--- config.mk ---
export PLATFORM = sky130hd
export DESIGN_NAME = instruction_fetch_unit
export DESIGN_NICKNAME = d
export VERILOG_FILES = /design/src/rtl/instruction_fetch_unit.sv
export SDC_FILE = /design/constraint.sdc
export NUM_CORES = 1
export LEC_CHECK = 0
export CAP_MARGIN = 30
export CORE_UTILIZATION = 56
export CTS_CLUSTER_DIAMETER = 40
export CTS_CLUSTER_SIZE = 8
export DETAILED_ROUTE_END_ITERATION = 10
export HOLD_SLACK_MARGIN = 0.05
export PLACE_DENSITY = 0.9
export SYNTH_ARGS = -nofsm -noshare
export SYNTH_HDL_FRONTEND = slang
export SYNTH_SLANG_ARGS = --single-unit
--- constraint.sdc ---
create_clock -name clk -period 14.25 [get_ports clk]
set_clock_uncertainty 0.15 [all_clocks]
set_input_delay 4.275 -clock clk [delete_from_list [all_inputs] [get_ports clk]]
set_output_delay 4.275 -clock clk [all_outputs]
set_load 0.05 [all_outputs]
--- src/rtl/instruction_fetch_unit.sv ---
// instruction_fetch_unit
//    Front-end fetch stage. Owns the PC, drives the IMEM read address, absorbs
//    the one-cycle registered IMEM latency and presents {instr, pc, valid} to
//    decode. A one-entry skid register catches the response that lands while
//    decode is stalling, so no word is lost or duplicated.
//
//    Optional build macro: MISALIGN_TRAP_EN
//       defined   : redirect to a target with target[1:0] != 0 raises a sticky
//                   fetch_fault_out and parks the unit in FAULT until rst.
//       undefined : target[1:0] is forced to 0 on load, fetch_fault_out is 0.
//
//    Ports:
//       clk, rst                 core clock, async active-high reset
//       stall_in                 decode cannot accept; hold output stage
//       redirect_valid_in/target execute-requested PC change (beats stall)
//       imem_addr_out            IMEM read address (= pc_q)
//       imem_rdata_in            IMEM data, one cycle after the address
//       instr_valid_out/instr_out/instr_pc_out   decode-facing output stage
//       fetch_fault_out          sticky misaligned-redirect fault
//
//    state | meaning
//    RUN   | normal fetch
//    FAULT | fetch halted after misaligned redirect; only rst exits
module instruction_fetch_unit #(
   parameter logic [31:0] RESET_PC  = 32'h0000_0000,
   parameter logic [31:0] NOP_INSTR = 32'h0000_0013
) (
   input  logic        clk,
   input  logic        rst,
   input  logic        stall_in,
   input  logic        redirect_valid_in,
   input  logic [31:0] redirect_target_in,
   output logic [31:0] imem_addr_out,
   input  logic [31:0] imem_rdata_in,
   output logic        instr_valid_out,
   output logic [31:0] instr_out,
   output logic [31:0] instr_pc_out,
   output logic        fetch_fault_out
);

`ifdef MISALIGN_TRAP_EN
   localparam bit TRAP_EN = 1'b1;
`else
   localparam bit TRAP_EN = 1'b0;
`endif

   typedef enum logic {RUN = 1'b0, FAULT = 1'b1} state_t;

   state_t      state_q, state_d;
   logic [31:0] pc_q;
   logic        inflight_valid_q;
   logic [31:0] inflight_pc_q;
   logic        skid_valid_q;
   logic [31:0] skid_instr_q;
   logic [31:0] skid_pc_q;
   logic        out_valid_q;
   logic [31:0] out_instr_q;
   logic [31:0] out_pc_q;
   logic        fault_q;

   logic        misaligned;
   logic        trap_hit;
   logic [31:0] load_target;
   logic        do_redirect;
   logic        do_flush;
   logic        do_capture;
   logic        do_issue;

   assign misaligned  = |redirect_target_in[1:0];
   assign trap_hit    = TRAP_EN && misaligned;
   // Without the trap the low bits are dropped; with it a misaligned target
   // goes straight to FAULT, so loading it as-is is harmless.
   assign load_target = TRAP_EN ? redirect_target_in
                                : {redirect_target_in[31:2], 2'b00};

   always_ff @(posedge clk or posedge rst) begin
      if (rst) state_q <= RUN;
      else     state_q <= state_d;
   end

   always_comb begin
      state_d = state_q;
      if (state_q == RUN && redirect_valid_in && trap_hit) state_d = FAULT;
   end

   always_comb begin
      do_redirect = 1'b0;
      do_flush    = 1'b0;
      do_capture  = 1'b0;
      do_issue    = 1'b0;
      case (state_q)
         RUN: begin
            if (redirect_valid_in) begin
               do_redirect = 1'b1;
               do_flush    = 1'b1;
            end else if (stall_in) begin
               do_capture = inflight_valid_q;
            end else begin
               do_issue = 1'b1;
            end
         end
         default: do_flush = 1'b1;   // FAULT: keep pipeline empty
      endcase
   end

   always_ff @(posedge clk or posedge rst) begin
      if (rst) begin
         pc_q             <= RESET_PC;
         inflight_valid_q <= 1'b0;
         inflight_pc_q    <= 32'h0;
         skid_valid_q     <= 1'b0;
         skid_instr_q     <= NOP_INSTR;
         skid_pc_q        <= 32'h0;
         out_valid_q      <= 1'b0;
         out_instr_q      <= NOP_INSTR;
         out_pc_q         <= 32'h0;
         fault_q          <= 1'b0;
      end else begin
         if (do_redirect)   pc_q <= load_target;
         else if (do_issue) pc_q <= pc_q + 32'd4;

         inflight_valid_q <= do_issue;
         if (do_issue) inflight_pc_q <= pc_q;

         if (do_flush) begin
            skid_valid_q <= 1'b0;
            out_valid_q  <= 1'b0;
            out_instr_q  <= NOP_INSTR;
         end else if (do_capture) begin
            // Stall never issues, so the skid can only ever fill once.
            skid_valid_q <= 1'b1;
            skid_instr_q <= imem_rdata_in;
            skid_pc_q    <= inflight_pc_q;
         end else if (do_issue) begin
            if (skid_valid_q) begin
               out_valid_q  <= 1'b1;
               out_instr_q  <= skid_instr_q;
               out_pc_q     <= skid_pc_q;
               skid_valid_q <= 1'b0;
            end else begin
               out_valid_q <= inflight_valid_q;
               out_instr_q <= inflight_valid_q ? imem_rdata_in : NOP_INSTR;
               out_pc_q    <= inflight_pc_q;
            end
         end

         if (do_redirect && trap_hit) fault_q <= 1'b1;
      end
   end

   assign imem_addr_out   = pc_q;
   assign instr_valid_out = out_valid_q;
   assign instr_out       = out_instr_q;
   assign instr_pc_out    = out_pc_q;
   assign fetch_fault_out = fault_q;

endmodule

==> summary.txt <==
CTS
  – Clock Sinks: roughly 190
  – CTS Hold Bufs: 0
  – CTS Buf Count: 17
  – CTS tree: built
  – Clock root cell: clkbuf_16
  – Clk slew on worst S/H paths: ~70 ps
  – CTS resizes: 0
  – Postcts setup bufs: 0
  – Clock Latency Late Sink: 430 ps
  – H-tree levels: 4
  – Max Buffers Root-to-Sink: 2

Power
  – Max rail drop VDD: 0.0814 mV
  – Static Leak: about 4.2 nW
  – PD cells: around 140 mW/mm2

Yosys
  – Top cells by area, synth: dfrtp_1 (54%), mux2_2 (12%), a21oi_1 (4.9%), mux2i_1 (3.7%), nor2_1 (3.4%)
  – Sequential area share after synthesis: 0.562
  – Synth Register Bits: 187
  – Post-Synth XOR/XNOR Area: 0.0137
  – Synth Area in Adders: 0.00150
  – Cell area after synthesis: around 0.0083 mm2
  – Post-synth top area cell: dfrtp_1
  – Post-synth top cells: dfrtp_1 (181), mux2_2 (92), a21oi_1 (82), nor2_1 (76), nand2_1 (56)
  – Post-synthesis compound-gate area fraction: 0.0898
  – Share of the synthesized area in the top cell type: 0.543
  – Synth Area in Simple Gates: 0.139
  – Yosys warning count: 0
  – Main combinational cell family by area after synthesis: multiplexers
  – Synth Area per Inst: 11.1 um2
  – Cells after Synth: 753
  – FFs w/ async S/R, synth: 1.00
  – Post-synth EDFFs: 0
  – Mux cell area share after synthesis: 0.162
  – Most frequent cell after synthesis: dfrtp_1
  – Synth cell types: 42
  – Main synth FF type: dfrtp_1

Worst setup path
  – Reg-to-reg slack, setup: 11710 ps
  – Critical path buffers and inverters: 2
  – Setup CP Type: in -> reg
  – Cell mode on critical path: o31a_1
  – CP delay by family, top: simple AND/OR/NAND/NOR gates
  – CP max-delay cell: or3_1
  – Worst Reg-to-Reg Cells: 4
  – Slowest cell delay on critical path: about 700 ps
  – CP max FO: 76
  – FF-to-FF End: imem_addr_out[24]
  – R2r startpoint: imem_addr_out[4]
  – Arrival @ worst endpoint: between 6000 and 7000 ps
  – Critical path endpoint: imem_addr_out[24]
  – Worst Setup SP: stall_in
  – Crit path depth: 6
  – CP Data Required Time: roughly 14000 ps
  – Setup crit start kind: input pin
  – Worst setup EP type: register
  – Critical-path cell list: buf_2 -> buf_4 -> nand4b_1 -> or3_1 -> o31a_1 -> o31a_1

Floorplan
  – Ports: approximately 170
  – Core area: between 0.01 and 0.015 mm2
  – Row count: 44
  – Starting Density: 0.574
  – Die Wd: roughly 120 um
  – Die area: 0.0154 mm2
  – Die Ht: roughly 120 um

Detailed routing
  – Vias post-DR: about 6300
  – WL per Instance: roughly 18 um
  – Post-Route WL: between 15 and 20 mm
  – Vias/cell: roughly 5.8
  – First DRT Iteration DRCs: 400
  – ANT nets after route: 0
  – DR pass1 iterations: 5
  – DRC: 0

Global routing
  – GRT Overall Usage: 0.262
  – Number of global-route vias before repair: 6123
  – Largest net degree at the start of global routing: around 120
  – Overflow after GRT: 0
  – Initial antenna violation count: 0
  – First-pass GRT wire length: ~31 mm

Placed design
  – Placer Congestion: between 0.7 and 0.8
  – I/O Buffers: between 150 and 200
  – Post-DP Area: 0.0100 mm2
  – Post-DP HPWL: roughly 12 mm
  – Placed Cells: about 1100
  – Dpl ws: 7320 ps

STA
  – Final Hold Viols: 0
  – Period utilization: 0.457
  – Post-layout worst setup margin: between 7000 and 8000 ps
  – Worst-margin pin slew: ~900 ps
  – Slew HR: 0.401
  – Unrepaired setup endpoints after global routing: no
  – Final hold slack: about 360 ps
  – Fin. max-slew vios: 0
  – Setup TNS: 0 ps
  – Setup violators final: 0
  – Achievable Freq: between 150 and 200 MHz
  – Fin crit period: 6520 ps

Outcome
  – Outcome: complete, no violations

Run
  – Maximum Capacitance Violations: 0

Layout
  – Fraction of layout cells with a size suffix above 1: 0.165
  – Antenna fix cells: 0
  – Area grow syn2layout: 27.3%
  – Design area: 0.0106 mm2
  – Nets: between 900 and 1000
  – Post-Layout Cell Count: between 1000 and 1500

Worst hold path
  – Hold Crit Class: reg -> reg
[stage by stage]
stage / power, mW / utilization
5_1_grt: 1.56 / 0.730
6_report: 1.50 / 0.730
4_1_cts: 1.50 / 0.730
3_3_place_gp: 1.03 / 0.687
2_1_floorplan: 0.921 / -
3_5_place_dp: 1.04 / 0.690
[cells by family after synthesis]
kind of cell | count (synthesis)
compound gates | 132
buf+inv | 65
fa+ha+maj | 1
simple gates | 231
mux | 123
xor+xnor | 13
other cells | 1
flops | 187
[area by class of cell]
type | instances | area [um2]
tap | 184 | 230
sequential | 187 | 4690
timing repair buffer | 165 | 1650
inverter | 9 | 41.3
clock inverter | 10 | 90.1
multi-input combinational | 505 | 3420
clock buffer | 22 | 494
fill | 1057 | 3920
[where the power goes]
| group | switching [mW] | internal, mW |
|---|---|---|
| sequential | 0.0660 | 0.626 |
| clock | 0.198 | 0.263 |
| combinational | 0.196 | 0.145 |
[routing by layer]
layer  up-vias  share of wire  track usage
met5         -              0            0
met4         0          0.010       0.0737
met3        22          0.074       0.0861
met2       203           0.50        0.434
met1      3127           0.42        0.330
li1       2924              -            -
[placed cells by master (no fill, tap or decap), drive strengths merged, types with 9 or more instances in the layout]
cell type / instances
nor2: 76
nand2: 56
nand3b: 24
mux2: 92
o21ai: 16
a31oi: 9
or4: 15
buf: 9
a21oi: 82
xnor2: 9
clkdlybuf4s50: 156
nand3: 14
nand4: 9
dfrtp: 181
mux2i: 31
clkbuf: 22
inv: 9
[how the worst min path moves through the flow]
stage,endpoint,slack (ps),startpoint,cells after the start
final,skid_pc_q[26],360,skid_pc_q[26],1
after global routing,skid_instr_q[10],370,skid_instr_q[10],1
after CTS,skid_pc_q[15],360,skid_pc_q[15],1
after detailed placement,skid_instr_q[12],340,skid_instr_q[12],1
after global placement,skid_pc_q[31],340,skid_pc_q[31],1
after floorplan,skid_pc_q[10],330,skid_pc_q[10],1
[registers in the layout, indices dropped and copies added, names as in the netlist]
| signal | count |
|---|---|
| instr_pc_out | 30 |
| instr_out | 32 |
| inflight_valid_q | 1 |
| inflight_pc_q | 30 |
| skid_pc_q | 30 |
| skid_instr_q | 32 |
| skid_valid_q | 1 |
| imem_addr_out | 30 |
| instr_valid_out | 1 |
[worst register-to-register path, stage by stage (launching register included)]
cell and delay, ps:
dfrtp_1 480, nand4b_1 480, or3_1 700, o31a_1 340, o31a_1 280
No activity file was read; power rests on OpenSTA's default activity.
